<file path="src/rtl/reg_fill_scan_if.sv">
// Register-stack side bus of reg_fill_scan: start/pattern request plus the
// write port and shared read address it drives.
interface reg_fill_scan_if;
  logic        Start;
  logic [1:0]  Pattern;
  logic        Write_Reg;
  logic [4:0]  W_Addr;
  logic [31:0] W_Data;
  logic [4:0]  R_Addr;
  logic        Busy;
  logic        Done;

  modport master (
    input  Start, Pattern,
    output Write_Reg, W_Addr, W_Data, R_Addr, Busy, Done
  );

  modport slave (
    output Start, Pattern,
    input  Write_Reg, W_Addr, W_Data, R_Addr, Busy, Done
  );
endinterface

</file>
<file path="src/rtl/reg_fill_scan.sv">
// Fill-then-scan sequencer for the register stack: writes all registers with a
// patterned value, then steps the read address at a DWELL-cycle rate.
// Optional macro REG_FILL_SKIP_R0_EN starts the fill at address 1 (r0 hardwired).
module reg_fill_scan #(
  parameter int unsigned DWELL = 50000000,
  parameter int unsigned CNT_W = 26
) (
  input  logic           CLK,
  input  logic           Reset,
  reg_fill_scan_if.master rs
);

  typedef enum logic [1:0] {IDLE, FILL, SCAN} state_t;

`ifdef REG_FILL_SKIP_R0_EN
  localparam logic [4:0] FIRST_ADDR = 5'd1;
`else
  localparam logic [4:0] FIRST_ADDR = 5'd0;
`endif
  localparam logic [CNT_W-1:0] DWELL_LAST = CNT_W'(DWELL - 1);

  state_t           state, state_nx;
  logic [4:0]       addr_cnt, addr_nx;
  logic [1:0]       pat, pat_nx;
  logic [CNT_W-1:0] dwell, dwell_nx;
  logic             wr_nx, busy_nx, done_nx;
  logic [4:0]       wa_nx, ra_nx;
  logic [31:0]      wd_nx;

  function automatic logic [31:0] base_of(input logic [1:0] p);
    case (p)
      2'b00:   return 32'h5555_5555;
      2'b01:   return 32'h1111_1111;
      2'b10:   return 32'hA1ED_B736;
      default: return 32'h0000_007F;
    endcase
  endfunction

  always_ff @(posedge CLK) begin
    if (!Reset) begin
      state        <= IDLE;
      addr_cnt     <= '0;
      pat          <= '0;
      dwell        <= '0;
      rs.Write_Reg <= 1'b0;
      rs.W_Addr    <= '0;
      rs.W_Data    <= '0;
      rs.R_Addr    <= '0;
      rs.Busy      <= 1'b0;
      rs.Done      <= 1'b0;
    end else begin
      state        <= state_nx;
      addr_cnt     <= addr_nx;
      pat          <= pat_nx;
      dwell        <= dwell_nx;
      rs.Write_Reg <= wr_nx;
      rs.W_Addr    <= wa_nx;
      rs.W_Data    <= wd_nx;
      rs.R_Addr    <= ra_nx;
      rs.Busy      <= busy_nx;
      rs.Done      <= done_nx;
    end
  end

  always_comb begin
    state_nx = state;
    addr_nx  = addr_cnt;
    pat_nx   = pat;
    dwell_nx = dwell;
    wr_nx    = 1'b0;
    busy_nx  = 1'b0;
    done_nx  = 1'b0;
    wa_nx    = rs.W_Addr;
    wd_nx    = rs.W_Data;
    ra_nx    = rs.R_Addr;

    case (state)
      IDLE: begin
        ra_nx = '0;
        if (rs.Start) begin
          state_nx = FILL;
          pat_nx   = rs.Pattern;
          addr_nx  = FIRST_ADDR;
        end
      end
      FILL: begin
        // Address 31 already on the registered write port means the last
        // write is happening this cycle; the next edge enters SCAN with Done.
        if (rs.Write_Reg && rs.W_Addr == 5'd31) begin
          state_nx = SCAN;
          done_nx  = 1'b1;
          ra_nx    = '0;
          dwell_nx = '0;
        end else begin
          wr_nx   = 1'b1;
          busy_nx = 1'b1;
          wa_nx   = addr_cnt;
          wd_nx   = base_of(pat) + {27'b0, addr_cnt};
          addr_nx = addr_cnt + 5'd1;
        end
      end
      SCAN: begin
        if (rs.Start) begin
          state_nx = FILL;
          pat_nx   = rs.Pattern;
          addr_nx  = FIRST_ADDR;
        end else if (dwell == DWELL_LAST) begin
          dwell_nx = '0;
          ra_nx    = rs.R_Addr + 5'd1;
        end else begin
          dwell_nx = dwell + {{(CNT_W-1){1'b0}}, 1'b1};
        end
      end
      default: state_nx = IDLE;
    endcase
  end

endmodule

</file>
<file path="src/flat_wrapper.sv">
// flat-port wrapper written by rule: the top's interface ports become plain ports
module reg_fill_scan_flat 
#(
  parameter int unsigned DWELL = 50000000,
  parameter int unsigned CNT_W = 26
)
  (CLK, Reset, rs_Start, rs_Pattern, rs_Write_Reg, rs_W_Addr, rs_W_Data, rs_R_Addr, rs_Busy, rs_Done);
  reg_fill_scan_if rs_i ();
  input  logic CLK;
  input  logic Reset;
  input wire logic [$bits(rs_i.Start)-1:0] rs_Start;
  input wire logic [$bits(rs_i.Pattern)-1:0] rs_Pattern;
  output wire logic [$bits(rs_i.Write_Reg)-1:0] rs_Write_Reg;
  output wire logic [$bits(rs_i.W_Addr)-1:0] rs_W_Addr;
  output wire logic [$bits(rs_i.W_Data)-1:0] rs_W_Data;
  output wire logic [$bits(rs_i.R_Addr)-1:0] rs_R_Addr;
  output wire logic [$bits(rs_i.Busy)-1:0] rs_Busy;
  output wire logic [$bits(rs_i.Done)-1:0] rs_Done;
  assign rs_i.Start = rs_Start;
  assign rs_i.Pattern = rs_Pattern;
  assign rs_Write_Reg = rs_i.Write_Reg;
  assign rs_W_Addr = rs_i.W_Addr;
  assign rs_W_Data = rs_i.W_Data;
  assign rs_R_Addr = rs_i.R_Addr;
  assign rs_Busy = rs_i.Busy;
  assign rs_Done = rs_i.Done;
  reg_fill_scan #(.DWELL(DWELL), .CNT_W(CNT_W)) u_core (.CLK(CLK), .Reset(Reset), .rs(rs_i));
endmodule
</file>
<file path="config.mk">
export PLATFORM = sky130hd
export DESIGN_NAME = reg_fill_scan_flat
export DESIGN_NICKNAME = d
export VERILOG_FILES = /design/src/rtl/reg_fill_scan_if.sv /design/src/rtl/reg_fill_scan.sv /design/src/flat_wrapper.sv
export SDC_FILE = /design/constraint.sdc
export NUM_CORES = 1
export LEC_CHECK = 0
export BUFFER_PORTS_ARGS = -buffer_cell sky130_fd_sc_hd__buf_4
export CELL_PAD_IN_SITES_DETAIL_PLACEMENT = 0
export CELL_PAD_IN_SITES_GLOBAL_PLACEMENT = 1
export CORE_UTILIZATION = 45
export DETAILED_ROUTE_END_ITERATION = 6
export PLACE_DENSITY = 0.86
export SLEW_MARGIN = 20
export SYNTH_ARGS = -nofsm -noshare
export SYNTH_HDL_FRONTEND = slang
export SYNTH_SLANG_ARGS = --single-unit
</file>
<file path="constraint.sdc">
create_clock -name CLK -period 6.3 [get_ports CLK]
set_input_delay 1.89 -clock CLK [delete_from_list [all_inputs] [get_ports CLK]]
set_output_delay 1.89 -clock CLK [all_outputs]
set_load 0.02 [all_outputs]
</file>
**Word level (Yosys, flattened, before mapping)**

Cells that the tools add are included.

- Register bits: 79
- Word-level logic and storage cells: 58
- Output and inout bits: 45
- Input port bits: 5

- Mux-type cells: 19
- Bitwise logic cells: 1
- Add/sub/neg operators: 4
- Equality and inequality tests: 11
- Reduce and logical (&&, ||, !) cells: 14

Operators with widths:

| cell | number |
|---|---|
| $pmux W32 S3 | 1 |
| $mux W26 | 3 |
| $mux W32 | 2 |
| $pmux W26 S2 | 1 |
| $add A32 B5 Y32 | 1 |
| $add A26 B1 Y26 const B | 1 |
| $eq A26 B26 Y1 const B | 1 |
| $mux W5 | 5 |
| $pmux W5 S3 | 1 |
| $add A5 B1 Y5 const B | 2 |
| $pmux W5 S2 | 1 |
| $reduce_and A2 Y1 | 4 |
| $ne A2 B1 Y1 const B | 3 |
| $reduce_and A3 Y1 | 2 |
| $eq A5 B5 Y1 const B | 1 |
| $eq A2 B1 Y1 const B | 2 |
| $eq A2 B2 Y1 const B | 2 |
| $logic_not A2 Y1 | 2 |
| $mux W2 | 2 |
| $ne A2 B2 Y1 const B | 2 |
| $pmux W2 S2 | 1 |
| $reduce_and A4 Y1 | 1 |
| $reduce_bool A2 Y1 | 2 |
| $reduce_bool A3 Y1 | 1 |
| other kinds (4) | 5 |

**Longest topological paths before layout**

- Depth after elaboration: 5
- Mapped depth: 11

**Least setup slack after synthesis**

OpenSTA, ideal clock, no wires.

- Path kind: input port to flip-flop
- From: input rs_Start
- To: register u_core.dwell[9]
- Required time: 6.233 ns
- Path slack: 2.912 ns
- Buffers on the path: 1
- Data arrival time: 3.322 ns
- Cell stages on the path: 5
- Path through: o32a_1 -> buf_6 -> or4_4 -> or4b_4 -> a21oi_2

- Word-level cells in the longest chain between the ends: 2

RTL lines:

| what | line | text |
|---|---|---|
| from (decl) | flat_wrapper.sv:11 | `input wire logic [$bits(rs_i.Start)-1:0] rs_Start;` |
| $ne A2 B2 Y1 (no line) | n/a |  |
| $reduce_and A3 Y1 (no line) | n/a |  |
| to (signal assigned) | reg_fill_scan.sv:55 | `dwell <= dwell_nx;` |
| to (decl) | reg_fill_scan.sv:25 | `logic [CNT_W-1:0] dwell, dwell_nx;` |

Every way passes these cells.
A chain may end at the register's enable or synchronous reset.

**Worst setup path after layout**

Ends and elaborated chain as after synthesis.

==> metrics.yaml <==
outcome: "complete, no violations"
synth_most_common_cell: "dfxtp_1"
finalNetCount: 401
yosysSeqAreaShare_pct: 40.0
die_area_sq_mm: 0.00700
synth_flop_cell: "dfxtp_1"
post-route-min-period_ps: 3430
max_stage_delay_ps: 610
postCtsSetupBuffers: 0
worst_slew_pin_slew_ps: 1020
grt_antenna_before_repair: 0
cts_hold_buf: 0
crit_path_cell_trace: "buf_4 -> o32a_1 -> or4_4 -> or4b_4 -> a21oi_2"
powerDensity_mw_per_mm2: 232
route.detailed.drc: 0
via_count: 2457
tritoncts: "yes"
fin_util_pct: 53.8
grt_max_degree: 26
detail_route.vias_per_cell: 5.30
synth_top_family_by_area: "simple AND/OR/NAND/NOR gates"
htreeDepth: 3
antenna_left: 0
wl_per_cell_microns: 13.1
synthArstFlopShare_pct: 0
synth_top_area_cell: "dfxtp_1"
ys_types: 53
end_kind: "register"
syn2layout_area_growth_pct: 14.4
startpoint_type: "input port"
grt_pass1_wl_mm: 10.4
period_share_pct: 54.5
synth_fa_ha_area_share_pct: 5.67
synth_edf_count: 0
finalHoldViolCount: 0
antennaDiodeCount: 0
synthSimpleGateAreaFrac_pct: 26.5
clock.fmax_mhz: 291
cts-root-buf: "clkbuf_8"
synth-xor-area-share_pct: 8.75
finalSetupViolCount: 0
drv_cap: 0
die_h_microns: 83.7
path_clk_slew_ps: 70
synth.area.mux_share_pct: 0
placementRows: 29
slew_headroom_pct: 32.2
core_region_area_sq_mm: 0.00639
port_buffers: 45
gp_congestion: 0.834
synth_compound_area_share_pct: 10.7
final_max_slew_viol_count: 0
setup-tns-final_ps: 0
p_leak_nw: 1.31
vdd_ir_drop_max_mv: 0.152
hold_path_class: "register to register"
clock_sinks: 60
clk_path_buf_depth: 2
cp_slowest_cell: "or4_4"
fin_worst_skew_ps: 8.78
netlist_area_sq_mm: 0.00300
cts_buffers: 9
dp_hpwl_mm: 4.31
gr-total-overflow: 0
cts_resized: 0
synth_warnings: 0
cp.arrival_ps: 3700
avgSynthCellArea_sq_um: 8.46
cp_data_required_time_ps: 6570
wl_mm: 6.10
yosys.area.top_type_share_pct: 40.0
drive_gt1_share_pct: 18.1
rsz0062_at_grt: "false"
worstSetupPathType: "input port to register"
grt_pass1_vias: 2212
syn_inst: 355
grt_usage_pct: 18.6
worstSkewPairLatency_ps: 340
drt-initial-drc-count: 114
p_total_mw: 0.797
die_w_microns: 83.7
yosys-top-cells-area: "dfxtp_1 40%, nor2_1 6.5%, buf_4 5.0%"
initial_utilization_pct: 47.0
drt_pass1_iterations: 4
crit_fanout: 18
io_pins: 50
synth_seq_cells: 60
synth_top_cells_by_count: "60 x dfxtp_1, 52 x nor2_1, 39 x nand2_1"
-- worst paths after layout --
kind	startpoint	to	slack, ps	cells past startpoint
hold reg to reg	u_core.rs.W_Data[2]	u_core.rs.W_Data[2]	450	2
setup / recovery	rs_Start	u_core.dwell[9]	2870	5
setup reg to reg	u_core.dwell[0]	u_core.dwell[3]	3550	6
hold / removal	u_core.rs.W_Data[2]	u_core.rs.W_Data[2]	450	2
-- flip-flops by register name, summed over array words and instances (netlist names) --
register / count
u_core.rs.W_Data: 13
u_core.rs.Write_Reg: 1
u_core.rs.W_Addr: 5
u_core.rs.R_Addr: 5
u_core.pat: 2
u_core.dwell: 26
u_core.addr_cnt: 5
u_core.state: 2
u_core.rs.Done: 1
-- worst max-delay path, delay by kind of cell --
family / cells / cell delay, ps
AOI/OAI and AO/OA: 2 / 540
buffers and inverters: 1 / 130
and+or+nand+nor: 2 / 1140
-- kinds of logic (layout without fill, tap and decap cells) --
| kind of cell | Yosys count | after routing |
|---|---|---|
| adders and majority gates | 13 | 13 |
| and+or+nand+nor | 158 | 158 |
| other | 1 | 4 |
| buffers and inverters | 43 | 72 |
| DFF | 60 | 60 |
| xor gates and xnor gates | 30 | 30 |
| AOI/OAI and AO/OA | 50 | 50 |
-- per-stage QoR --
| stage | hold WS [ps] | instances | instance area, sq um | setup slack [ps] |
|---|---|---|---|---|
| after floorplan | 449 | 358 | 3010 | 2910 |
| after global placement | 440 | 449 | 3260 | 2550 |
| after detailed placement | 445 | 449 | 3260 | 2520 |
| after CTS | 455 | 464 | 3430 | 2890 |
| after global routing | 493 | 464 | 3430 | 2830 |
| final | 451 | 464 | 3430 | 2870 |
-- cell usage in the layout, fill, tap and decap left out, drive strengths merged, types with 4 or more instances in the layout --
cell and count:
xnor2 17, inv 10, o211ai 4, ha 12, a21oi 19, nand4 11, nor2 52, nor3 13
xor2 13, dfxtp 60, o21ai 9, buf 46, nand2 39, conb 4, nor4 7, nand3 9
clkbuf 11
-- layout make-up --
type,count,area (sq um)
fill,620,2950
multi-input combinational,255,1570
sequential,60,1200
timing repair buffer,46,345
clock buffer,11,151
tap,77,96.3
inverter,11,41.3
clock inverter,4,25.0
-- metal layers --
layer / vias to the layer above / wire (microns) / global-route usage, %
met2: 56 / 2750 / 28.5
met1: 1135 / 2910 / 24.7
met5: - / 0 / 0
li1: 1256 / - / -
met3: 10 / 307 / 3.66
met4: 0 / 134 / 9.71
-- power breakdown --
group	leakage [nW]	switching (mW)	total, mW	internal (mW)
Combinational	0.735	0.0535	0.0863	0.0329
Clock	0.0872	0.152	0.312	0.160
Sequential	0.487	0.00924	0.399	0.389
Total	1.31	0.215	0.797	0.583
(Power assumes the default switching activity.)
